<file path="src/rtl/cte_color_engine.sv">
// Colour transform engine: packed 24-bit RGB <-> 8-bit YUV 4:2:2 byte stream.
// op_mode=1 turns pixel pairs into U0,Y0,V0,Y1; op_mode=0 turns U,Y0,V,Y1 into two pixels.
module cte_color_engine #(
    parameter int FRAC = 12
) (
    input  logic        clk,
    input  logic        reset,
    input  logic        op_mode,
    input  logic        in_en,
    input  logic [23:0] rgb_in,
    input  logic [7:0]  yuv_in,
    output logic        busy,
    output logic        out_valid,
    output logic [23:0] rgb_out,
    output logic [7:0]  yuv_out
);

    typedef enum logic [1:0] {
        ST_IDLE,
        ST_FIRST,
        ST_SECOND
    } stage_t;

    localparam logic signed [23:0] ROUND = 24'sd1 <<< (FRAC - 1);

    logic        r_busy;
    logic        r_valid;
    logic        r_mode;
    logic        r_emitU;
    logic [1:0]  r_phase;
    stage_t      r_stage;
    logic [7:0]  r_y;
    logic [7:0]  r_u;
    logic [7:0]  r_v;
    logic [7:0]  r_yuv;
    logic [23:0] r_rgb;

    function automatic logic [7:0] satUnsigned(input logic signed [23:0] acc);
        logic signed [23:0] s;
        s = (acc + ROUND) >>> FRAC;
        if (s < 24'sd0)
            return 8'h00;
        else if (s > 24'sd255)
            return 8'hFF;
        else
            return s[7:0];
    endfunction

    function automatic logic [7:0] satSigned(input logic signed [23:0] acc);
        logic signed [23:0] s;
        s = (acc + ROUND) >>> FRAC;
        if (s < -24'sd128)
            return 8'h80;
        else if (s > 24'sd127)
            return 8'h7F;
        else
            return s[7:0];
    endfunction

    logic               w_accept;
    logic               w_mode;
    logic signed [23:0] w_r;
    logic signed [23:0] w_g;
    logic signed [23:0] w_b;
    logic signed [23:0] w_accY;
    logic signed [23:0] w_accU;
    logic signed [23:0] w_accV;
    logic [7:0]         w_cy8;
    logic [7:0]         w_cv8;
    logic signed [23:0] w_cy;
    logic signed [23:0] w_cu;
    logic signed [23:0] w_cv;
    logic signed [23:0] w_accR;
    logic signed [23:0] w_accG;
    logic signed [23:0] w_accB;
    logic [23:0]        w_rgb;

    // The mode is only re-sampled at a pair boundary; mid-pair the stored mode rules.
    assign w_accept = in_en && !r_busy;
    assign w_mode   = (r_phase == 2'd0) ? op_mode : r_mode;

    assign w_r    = {16'd0, rgb_in[23:16]};
    assign w_g    = {16'd0, rgb_in[15:8]};
    assign w_b    = {16'd0, rgb_in[7:0]};
    assign w_accY = 24'sd1225 * w_r + 24'sd2404 * w_g + 24'sd467 * w_b;
    assign w_accU = 24'sd2048 * w_b - 24'sd692 * w_r - 24'sd1356 * w_g;
    assign w_accV = 24'sd2048 * w_r - 24'sd1716 * w_g - 24'sd332 * w_b;

    // Phase 2 (V arriving) pairs with the stored Y0; phase 3 uses the incoming Y1 and stored V.
    assign w_cy8  = (r_phase == 2'd2) ? r_y : yuv_in;
    assign w_cv8  = (r_phase == 2'd2) ? yuv_in : r_v;
    assign w_cy   = {16'd0, w_cy8};
    assign w_cu   = {{16{r_u[7]}}, r_u};
    assign w_cv   = {{16{w_cv8[7]}}, w_cv8};
    assign w_accR = (w_cy <<< FRAC) + 24'sd5743 * w_cv;
    assign w_accG = (w_cy <<< FRAC) - 24'sd1409 * w_cu - 24'sd2925 * w_cv;
    assign w_accB = (w_cy <<< FRAC) + 24'sd7258 * w_cu;
    assign w_rgb  = {satUnsigned(w_accR), satUnsigned(w_accG), satUnsigned(w_accB)};

    // Pending RGB->YUV bytes drain first; a new accept in the same cycle only loads fresh state.
    always_ff @(posedge clk or negedge reset) begin
        if (!reset) begin
            r_busy  <= 1'b0;
            r_valid <= 1'b0;
            r_mode  <= 1'b0;
            r_emitU <= 1'b0;
            r_phase <= 2'd0;
            r_stage <= ST_IDLE;
            r_y     <= 8'd0;
            r_u     <= 8'd0;
            r_v     <= 8'd0;
            r_yuv   <= 8'd0;
            r_rgb   <= 24'd0;
        end else begin
            r_valid <= 1'b0;
            case (r_stage)
                ST_FIRST: begin
                    r_yuv   <= r_emitU ? r_u : r_v;
                    r_valid <= 1'b1;
                    r_busy  <= 1'b0;
                    r_stage <= ST_SECOND;
                end
                ST_SECOND: begin
                    r_yuv   <= r_y;
                    r_valid <= 1'b1;
                    r_stage <= ST_IDLE;
                end
                default: ;
            endcase

            if (w_accept) begin
                if (r_phase == 2'd0)
                    r_mode <= op_mode;
                if (w_mode) begin
                    r_y     <= satUnsigned(w_accY);
                    r_emitU <= (r_phase == 2'd0);
                    if (r_phase == 2'd0) begin
                        r_u <= satSigned(w_accU);
                        r_v <= satSigned(w_accV);
                    end
                    r_phase <= (r_phase == 2'd0) ? 2'd1 : 2'd0;
                    r_busy  <= 1'b1;
                    r_stage <= ST_FIRST;
                end else begin
                    case (r_phase)
                        2'd0: r_u <= yuv_in;
                        2'd1: r_y <= yuv_in;
                        2'd2: begin
                            r_v     <= yuv_in;
                            r_rgb   <= w_rgb;
                            r_valid <= 1'b1;
                        end
                        default: begin
                            r_rgb   <= w_rgb;
                            r_valid <= 1'b1;
                        end
                    endcase
                    r_phase <= r_phase + 2'd1;
                end
            end
        end
    end

    assign busy      = r_busy;
    assign out_valid = r_valid;
    assign rgb_out   = r_rgb;
    assign yuv_out   = r_yuv;

endmodule

</file>
<file path="config.mk">
export PLATFORM = sky130hd
export DESIGN_NAME = cte_color_engine
export DESIGN_NICKNAME = d
export VERILOG_FILES = /design/src/rtl/cte_color_engine.sv
export SDC_FILE = /design/constraint.sdc
export NUM_CORES = 1
export LEC_CHECK = 0
export BUFFER_PORTS_ARGS = -buffer_cell sky130_fd_sc_hd__buf_2
export CELL_PAD_IN_SITES_DETAIL_PLACEMENT = 0
export CELL_PAD_IN_SITES_GLOBAL_PLACEMENT = 1
export CORE_MARGIN = 2
export CORE_UTILIZATION = 50
export DETAILED_ROUTE_END_ITERATION = 8
export PLACE_DENSITY = 0.81
export SLEW_MARGIN = 40
export SYNTH_ARGS = -nofsm -noshare
export SYNTH_HDL_FRONTEND = slang
export SYNTH_SLANG_ARGS = --single-unit
</file>
<file path="constraint.sdc">
create_clock -name clk -period 18.05 [get_ports clk]
set_clock_uncertainty 0.1 [all_clocks]
set_input_delay 3.61 -clock clk [delete_from_list [all_inputs] [get_ports clk]]
set_output_delay 3.61 -clock clk [all_outputs]
set_load 0.005 [all_outputs]
</file>
=== Word-level counts from Yosys, hierarchy flattened ===
Index checks and enable logic that the tools add are counted.

* Bits of input ports: 36
* Output and inout bits: 34
* Flip-flop bits (word level): 64
* Logic and storage cells: 106

* Magnitude comparators: 12
* Bitwise gates (word level): 2
* Mux-type cells: 36
* Equality and inequality tests: 5
* Multipliers: 11
* $add $sub $neg: 17
* Reduce and logical (&&, ||, !) cells: 12

{| class="wikitable"
|+ Operator list
! kind !! number
|-
| two-way mux 8 bit || 22
|-
| adder 23 x 13 -> 24 bit, second input constant || 3
|-
| multiplier 9 x 8 -> 17 bit, first input constant || 3
|-
| adder 21 x 22 -> 23 bit || 2
|-
| adder 21 x 13 -> 22 bit, second input constant || 2
|-
| multiplier 13 x 8 -> 21 bit, first input constant || 2
|-
| greater-than comparator 12 x 9 -> 1 bit, second input constant || 3
|-
| < comparator 12 x 1 -> 1 bit, second input constant || 3
|-
| adder 22 x 12 -> 23 bit, second input constant || 1
|-
| subtractor 22 x 21 -> 23 bit || 1
|-
| adder 21 x 17 -> 22 bit || 1
|-
| multiplier 14 x 8 -> 22 bit, first input constant || 1
|-
| subtractor 21 x 20 -> 22 bit || 1
|-
| adder 19 x 20 -> 21 bit || 1
|-
| subtractor 20 x 18 -> 21 bit || 1
|-
| subtractor 20 x 20 -> 21 bit || 1
|-
| greater-than comparator 10 x 8 -> 1 bit, second input constant || 2
|-
| < comparator 10 x 8 -> 1 bit, second input constant || 2
|-
| multiplier 12 x 8 -> 20 bit, first input constant || 1
|-
| subtractor 19 x 18 -> 20 bit || 1
|-
| subtractor 19 x 19 -> 20 bit || 1
|-
| multiplier 11 x 8 -> 19 bit, first input constant || 1
|-
| multiplier 10 x 8 -> 18 bit, first input constant || 1
|-
| multiplier 8 x 8 -> 16 bit, first input constant || 1
|-
| other kinds (19) || 37
|}

=== Longest topological paths before layout ===
Gate-level depths: netlist (run 1).

* Depth in word-level cells: 9
* Mapped depth: 32
* Mapped depth without buffers: 32

=== Worst setup path before layout (run 1) ===
OpenSTA, ideal clock, no wires.

* Path type: input to register
* Start point: input port rgb_in[10]
* End point: register r_y[5]
* Setup slack: 8032 ps
* Buffers on the path: 0
* Library setup time: 135 ps
* Data required time: 17815 ps
* Data arrival time: 9783 ps
* Cell stages on the path: 28
* Path through: ha_1 ha_1 inv_1 fa_1 inv_1 ha_1 ha_1 a21o_1 a21oi_1 nor2b_1 o21ai_0 nor2b_1 xnor2_1 ha_1 inv_1 fa_1 fa_1 inv_1 fa_1 ha_1 a21o_1 a21oi_1 a2bb2oi_1 o21ai_0 o21a_1 or3_1 a21oi_1 o31ai_1

* Word-level cells in the longest chain between the ends: 8
* Elaborated cells on any way between the ends: 9
* Classes of those cells: add/sub: 3; mul: 1; order compare: 2; mux: 3

{| class="wikitable"
|+ Ends and longest elaborated chain
! element !! RTL line !! source
|-
| start: declaration || 10 || <nowiki>input logic [23:0] rgb_in,</nowiki>
|-
| multiplier 10 x 8 -> 18 bit * || 85 || <nowiki>assign w_accY = 24'sd1225 * w_r + 24'sd2404 * w_g + 24'sd467 * w_b;</nowiki>
|-
| adder 19 x 20 -> 21 bit * || 85 ||
|-
| adder 21 x 17 -> 22 bit * || 85 ||
|-
| adder 22 x 12 -> 23 bit * || 40 || <nowiki>s = (acc + ROUND) >>> FRAC;</nowiki>
|-
| greater-than comparator 11 x 8 -> 1 bit || 43 || <nowiki>else if (s > 24'sd255)</nowiki>
|-
| two-way mux 8 bit || 43 ||
|-
| two-way mux 8 bit * || 41 || <nowiki>if (s < 24'sd0)</nowiki>
|-
| two-way mux 8 bit * || 134 || <nowiki>if (w_mode) begin</nowiki>
|-
| end signal: assignment || 135 || <nowiki>r_y <= satUnsigned(w_accY);</nowiki>
|-
| end signal: assignment || 147 || <nowiki>2'd1: r_y <= yuv_in;</nowiki>
|-
| end: declaration || 32 || <nowiki>logic [7:0] r_y;</nowiki>
|}

Every way passes the cells marked *; elsewhere a longest branch is shown, timed or not.
A chain may end at the register's enable or synchronous reset.

=== Final worst setup path (run 1) ===
* Start point: input port rgb_in[8]
* End point: register r_y[5]

The elaborated chain is that of the path after synthesis.

==> results of run 1 <==
==> layer usage <==
layer | global-route usage | wire, microns | up-vias | part of all wire
met5 | 0 | 0 | - | 0
li1 | - | - | 8209 | -
met1 | 0.3201 | 24310 | 8067 | 0.43
met3 | 0.02753 | 1955 | 111 | 0.035
met2 | 0.4542 | 27170 | 308 | 0.48
met4 | 0.1159 | 2669 | 0 | 0.048
==> worst max-delay path, stage by stage <==
cell       delay, ps
buf_2            320
inv_1            300
ha_1             520
ha_1             190
inv_1             60
fa_1             500
inv_1             40
ha_1             210
fa_1             410
a21o_1           180
a21oi_1          210
xnor2_1          180
ha_1             270
ha_1             270
inv_1             50
fa_1             490
fa_1             500
inv_1             60
fa_1             470
ha_1             370
a21o_1           180
a21oi_1          180
a2bb2oi_1        200
o21ai_0          170
o21a_1           220
or3_1            300
a21oi_1          150
o31ai_1           90
==> synthesized netlist by cell type, types with 4 or more instances <==
cell type and number:
a21o_1 30, and2_1 15, a21boi_0 5, a211oi_1 25, a31oi_1 9, or3_1 15
fa_1 246, and3_1 5, mux2i_1 26, nand2b_1 21, o21bai_1 11, o21a_1 21
nand2_1 81, a22oi_1 14, a221oi_1 4, nor4b_1 4, o211ai_1 11, o31ai_1 6
ha_1 582, or2_2 17, and4_1 4, a2111oi_0 4, o221a_1 8, o31a_1 9
nor2_1 96, o21ai_0 75, nand3_1 24, a21oi_1 102, o22ai_1 13, o21ai_1 10
dfrtp_1 64, nor3_1 50, o221a_2 10, nand3b_1 5, xnor2_1 66, clkbuf_1 13
inv_1 571, nor4_1 8, nor2b_1 17, xor2_1 49, nand4_1 6
==> flip-flops by register name, indices dropped and copies added (netlist names) <==
register,count
r_v,8
rgb_out,24
busy,1
yuv_out,8
r_emitU,1
r_mode,1
r_stage,2
r_phase,2
r_y,8
r_u,8
out_valid,1
==> worst min-delay path by stage <==
stage,cells after the start,to,slack [ps]
2_1_floorplan,2,r_y[6],370
3_3_place_gp,2,r_mode,400
3_5_place_dp,2,rgb_out[8],400
4_1_cts,2,r_y[0],420
5_1_grt,2,rgb_out[13],420
6_report,2,rgb_out[13],410
==> cell usage in the layout (no fill, tap or decap), drive strengths merged, types with 6 or more instances in the layout <==
cell	netlist	layout
nor3	50	50
o31a	9	9
o22ai	13	13
or3	15	15
o31ai	6	6
ha	582	582
or2	17	17
nor4	9	9
nand2b	21	21
o21ai	85	85
nand3	24	24
clkbuf	13	10
a211oi	26	26
xnor2	66	66
nand2	81	81
a31oi	9	9
inv	571	572
o21a	21	21
fa	246	246
and2	16	16
a22oi	14	14
a21o	30	30
nand4	6	6
o221a	18	18
xor2	49	49
nor2b	17	17
o21bai	11	11
mux2i	26	26
dfrtp	64	64
a21oi	102	102
o211ai	11	11
nor2	96	96
buf	3	76
==> cell families after synthesis <==
| family | Yosys count | synth area share |
|---|---|---|
| adders and majority gates | 828 | 0.5562 |
| buffers and inverters | 587 | 0.1005 |
| AOI/OAI and AO/OA | 408 | 0.1251 |
| and+or+nand+nor | 379 | 0.08592 |
| xor gates and xnor gates | 115 | 0.04590 |
| DFF | 64 | 0.07298 |
| muxes | 29 | 0.01340 |
==> cell type report <==
cell class                      instances  area (sq um)
Clock buffer                           10         239.0
Clock inverter                          6         90.09
Fill cell                            4092         19800
Inverter                              571          2143
Multi-Input combinational cell       1759         18150
Sequential cell                        64          1602
Tap cell                              585         732.0
Timing Repair Buffer                   76         414.1
==> stage by stage <==
step	worst slack [ps]	instances	hold WS [ps]
4_1_cts	7415	3070	417.4
2_1_floorplan	8032	2410	366.2
3_3_place_gp	7118	3053	397.2
6_report	7443	3071	412.4
5_1_grt	6816	3071	424.0
3_5_place_dp	7054	3054	404.2
==> reports/results.ini, run 1 <==
[synthesis]
yosysWarnings = 0
syn_area_sq_um = 21940
yosysSeqAreaShare = 0.07298
synthFlopType = dfrtp_1
synth.area.top_cells = ha_1 33%, fa_1 22%, inv_1 9.8%, dfrtp_1 7.3%, xnor2_1 2.6%
synthesis.nets = 3274
synth_edf_count = 0
synth-seq-cells = 64
synth.avg_cell_area_sq_um = 9.106
ys_types = 72
synthCells = 2410
synth_top_area_frac = 0.3318
async_flop_share = 1.000
synth_largest_area_cell = ha_1

[route]
drc = 0
drtIter0Drc = 695
wl_per_cell_microns = 18.27
dr.pass1.iters = 5
wirelength_mm = 56.10
routed_via_density = 5.436
ant_nets = 0
vias = 16700

[timing]
rsz0062_at_grt = no
worst_slew_pin_slew_ps = 866.1
hold_viol_final = 0
max-slew-margin-rel = 0.4226
min_period_ps = 10610
slew_violations = 0
tns_ps = 0
min_period_over_period = 0.5877
setup_violations = 0
clock.fmax_ghz = 0.09427

[grt]
grt_usage = 0.2584
grt_pass1_wl_mm = 90.88
grt_pass1_vias = 17310
antenna_found_initial = 0
grt_overflow_total = 0
grt_max_degree = 34

[floorplanning]
core_sq_um = 43170
dieWidth_microns = 213.5
start_util = 0.5083
row_count = 76
die-height_microns = 213.5
die_area_sq_um = 45580
pin_count = 70

[setup_path]
r2r_cells = 22
r2r-end = rgb_out[11]
arrival_ps = 10730
rrSetupSlack_ps = 10070
timing.rr.start = r_phase[0]
start_kind = primary input
path_max_fanout = 12
endpoint = r_y[5]
path_class = in2reg
crit_start = rgb_in[8]
endpoint_kind = flip-flop
critPathRequiredTime_ps = 18170

[clocking]
cts_setup_buffers = 0
cts.path.max_buffers = 2
cts_max_level = 3
holdBufCountCts = 0
numCtsBuffers = 9
cts.sinks = 64
cts_resized = 0
insertion_delay_ps = 360
ctsRootBufferMaster = clkbuf_16
cts_tree = done
cts.reportedPaths.clkPinSlew_ps = 60

[place]
dp_hpwl_mm = 48.39
place_congestion = 0.9465
post_dp_cell_area_sq_um = 23030
portBuffers = 69

[min_path]
min_path_type = reg2reg
hp-start = rgb_out[13]

[status]
outcome = finished clean

[cells_and_area]
final_area_sq_um = 23370
layout-area-overhead-vs-synth_pct = 6.494
diodes = 0
post-route-util = 0.5413
nets = 3345
drive_gt1_frac = 0.05270

[flow_run]
cap_viol_max_count = 0

Power of run 1 is not shown: default switching activity piles up to over one toggle a cycle in this logic, so the estimate is an artifact.
==> run 2: changes to the inputs <==
Clock period 18.05 ns to 10.7 ns, I/O delays scaled along.
==> run 2 against run 1 <==
Wire length is 1.1% lower. Setup slack worse by 5900 ps. Die area stayed put. Sequential share of layout area hardly changed. Critical path type unchanged.
==> reports/results.ini, run 2 (synthesis results as in run 1) <==
[timing]
worst_slew_pin_slew_ps = 860.5
min_period_over_period = 0.8601
min_period_ps = 9204
slew_violations = 0
hold_viol_final = 0
tns_ps = 0
max-slew-margin-rel = 0.4263
clock.fmax_ghz = 0.1087
rsz0062_at_grt = no
setup_violations = 0

[setup_path]
endpoint_kind = flip-flop
timing.rr.start = r_phase[0]
critPathTopFamily = adder cells
crit_start = rgb_in[21]
rrSetupSlack_ps = 2940
r2r-end = rgb_out[11]
start_kind = primary input
critPathRequiredTime_ps = 10880
r2r_cells = 23
crit_path_top_delay_cell = fa_1
cp_num_cells = 30
slowest_delay_ps = 540
arrival_ps = 9380
path_class = in2reg
endpoint = r_u[2]
cpMostUsedCell = ha_1
crit_buf_inv = 5
path_max_fanout = 10

[status]
outcome = finished clean

[flow_run]
cap_viol_max_count = 0

[place]
dp_hpwl_mm = 47.98
place_congestion = 0.9345
portBuffers = 69

[grt]
antenna_found_initial = 0
grt_pass1_wl_mm = 89.58
grt_usage = 0.2543
grt_overflow_total = 0
grt_pass1_vias = 17420
grt_max_degree = 65

[clocking]
ctsRootBufferMaster = clkbuf_16
cts_tree = done
cts_resized = 0
cts.path.max_buffers = 2
cts.reportedPaths.clkPinSlew_ps = 60
cts_setup_buffers = 0
numCtsBuffers = 9
holdBufCountCts = 0
cts.sinks = 64
cts_max_level = 3
insertion_delay_ps = 370

[cells_and_area]
layout_common_cells = 581 x ha_1, 571 x inv_1, 246 x fa_1
multi_input_area_sq_um = 18150
fillCellCount = 4015
nets = 3344
largest_reg_flops = 24
layout-area-overhead-vs-synth_pct = 6.540
drive_gt1_frac = 0.05272
final_common_cell = ha_1
regArea_sq_um = 1602

[route]
drtIter0Drc = 701
vias = 16890
wirelength_mm = 55.48
routed_via_density = 5.499
dr.pass1.iters = 4
drc = 0
ant_nets = 0
wl_per_cell_microns = 18.06

[floorplanning]
row_count = 76
pin_count = 70
core_sq_um = 43170
dieWidth_microns = 213.5
start_util = 0.5083
die_area_sq_um = 45580
die-height_microns = 213.5

[min_path]
min_path_type = reg2reg

run 2: cell count changes in the layout (fill, tap and decap cells not counted):
cell	delta
clkinv_4	+1
mux2i_1	-1
inv_8	+1
buf_12	-1
bufinv_16	+1
diode_2	+1
mux2i_2	+1
clkinvlp_4	-1
clkbuf_8	-1
clkinv_2	-1
run 2: through the flow:
stage	std cells	utilization	hold WS (ps)	instance area, sq um	setup WS [ps]
5_1_grt	3070	0.5415	432.2	23380	907.2
2_1_floorplan	2410	-	366.2	21940	2152
3_5_place_dp	3054	0.5332	402.9	23020	1141
6_report	3071	0.5416	410.4	23380	1496
3_3_place_gp	3054	0.5330	394.9	23010	1341
4_1_cts	3070	0.5414	416.6	23370	1508
run 2: worst min-delay path: stages (launching register included):
cell     delay [ps]
dfrtp_1         340
a22oi_1          80
nand2_1          60
run 2: layer usage:
| metal | GRT usage | share of wire | vias up |
|---|---|---|---|
| li1 | - | - | 8204 |
| met1 | 0.3148 | 0.43 | 8233 |
| met2 | 0.4644 | 0.50 | 366 |
| met3 | 0.02109 | 0.038 | 85 |
| met4 | 0.08740 | 0.035 | 0 |
| met5 | 0 | 0 | - |
run 2: worst min-delay path by stage:
stage,start,to,slack [ps],depth (start not counted)
2_1_floorplan,r_y[6],r_y[6],370,2
3_3_place_gp,r_y[1],r_y[1],390,2
3_5_place_dp,r_y[1],r_y[1],400,2
4_1_cts,r_y[1],r_y[1],420,2
5_1_grt,yuv_out[3],yuv_out[3],430,2
6_report,rgb_out[10],rgb_out[10],410,2
run 2: final cells by class:
cell class              count  share of cell area
clock inverters             7            0.005459
inverters                 571             0.09167
clock buffers               9            0.009633
flip-flops and latches     64             0.06850
repair buffers             75             0.01686
well taps                 585             0.03131
diodes                      1           0.0001070
multi-input cells        1759              0.7765
Power of run 2 is left out for the same reason.
==> run 3: changes to the inputs <==
Settings changed: CAP_MARGIN set to 20.
Clock period 10.7 ns to 10.15 ns, I/O delays scaled along.
==> run 3 against run 2 <==
Setup slack got worse by 360 ps. Final cell count about the same. Global-route usage increased by 0.11 points. First-iteration DRC count decreased by 17%. Die area unchanged. Sequential share of layout area about the same. Non-clock buffer count increased by 3. Critical path depth unchanged. Via count decreased by 1.1%. Utilization decreased by 0.090 points. Sequential cell count unchanged. Wire length decreased by 0.18%. Largest cell class unchanged.
==> reports/results.ini, run 3 (synthesis results as in run 1) <==
[status]
outcome = finished clean

[route]
dr.pass1.iters = 5
vias = 16700
drc = 0
routed_via_density = 5.435
wirelength_mm = 55.38
wl_per_cell_microns = 18.03
drtIter0Drc = 581
ant_nets = 0

[clocking]
cts_tree = done
insertion_delay_ps = 360
cts_setup_buffers = 0
cts.reportedPaths.clkPinSlew_ps = 60
ctsRootBufferMaster = clkbuf_16
holdBufCountCts = 0
numCtsBuffers = 9
cts.sinks = 64
cts_max_level = 3
cts.path.max_buffers = 2
cts_resized = 0

[floorplanning]
die_area_sq_um = 45580
row_count = 76
pin_count = 70
die-height_microns = 213.5
core_sq_um = 43170
start_util = 0.5083
dieWidth_microns = 213.5

[timing]
slew_violations = 0
hold_viol_final = 0
worst_slew_pin_slew_ps = 855.8
tns_ps = 0
setup_violations = 0
min_period_ps = 9012
max-slew-margin-rel = 0.4295
clock.fmax_ghz = 0.1110
rsz0062_at_grt = no
min_period_over_period = 0.8879

[setup_path]
critPathRequiredTime_ps = 10320
crit_buf_inv = 3
slowest_delay_ps = 530
cpMostUsedCell = ha_1
start_kind = primary input
arrival_ps = 9190
endpoint_kind = flip-flop
crit_path_top_delay_cell = fa_1
critPathTopFamily = adder cells
path_class = in2reg
path_max_fanout = 8

[min_path]
min_path_type = reg2reg

[cells_and_area]
largest_reg_flops = 24
diodes = 0
nets = 3347
final_common_cell = ha_1
drive_gt1_frac = 0.05267
layout-area-overhead-vs-synth_pct = 6.363
post-route-util = 0.5407
layout_common_cells = 581 x ha_1, 571 x inv_1, 246 x fa_1

[place]
place_congestion = 0.9077
dp_hpwl_mm = 47.81
portBuffers = 69

[flow_run]
cap_viol_max_count = 0

[grt]
grt_usage = 0.2554
grt_max_degree = 65
antenna_found_initial = 0
grt_pass1_wl_mm = 89.99
grt_pass1_vias = 17430
grt_overflow_total = 0

-- run 3: area by class of cell --
type                            instances  area [sq um]
Fill cell                            4071         19830
Clock buffer                           11         242.7
Timing Repair Buffer                   78         416.7
Multi-Input combinational cell       1759         18150
Sequential cell                        64          1602
Clock inverter                          4         55.05
Tap cell                              585         732.0
Inverter                              571          2143
-- run 3: layer usage --
metal,routed length (microns),vias to the layer above,share of wire,track usage
li1,-,8205,-,-
met1,23930,8121,0.43,0.3180
met2,27520,287,0.50,0.4597
met3,1779,83,0.032,0.01831
met4,2147,0,0.039,0.1020
met5,0,-,0,0
-- run 3: worst paths after layout --
check	from	end	slack [ps]	cells after the start
worst max-delay path	rgb_in[19]	r_u[3]	1140	30
worst min-delay path	rgb_out[8]	rgb_out[8]	410	2
worst max register to register	r_phase[0]	rgb_out[11]	2350	24
worst min register to register	rgb_out[8]	rgb_out[8]	410	2
max in group asynchronous	reset	rgb_out[11]	7830	2
min in group asynchronous	reset	rgb_out[22]	1650	2
-- run 3: through the flow --
stage / cells / hold WS (ps) / cell area (sq um) / setup slack, ps
3_3_place_gp: 3057 / 392.0 / 23030 / 921.2
6_report: 3072 / 405.4 / 23340 / 1138
2_1_floorplan: 2410 / 366.2 / 21940 / 1712
3_5_place_dp: 3057 / 398.4 / 23040 / 758.6
5_1_grt: 3072 / 434.1 / 23340 / 532.7
4_1_cts: 3072 / 414.2 / 23340 / 1132
-- run 3: worst min-delay path, stage by stage (launching register included) --
cell and delay, ps:
dfrtp_1 340, a22oi_1 80, nand2_1 60
Power of run 3 is left out for the same reason.
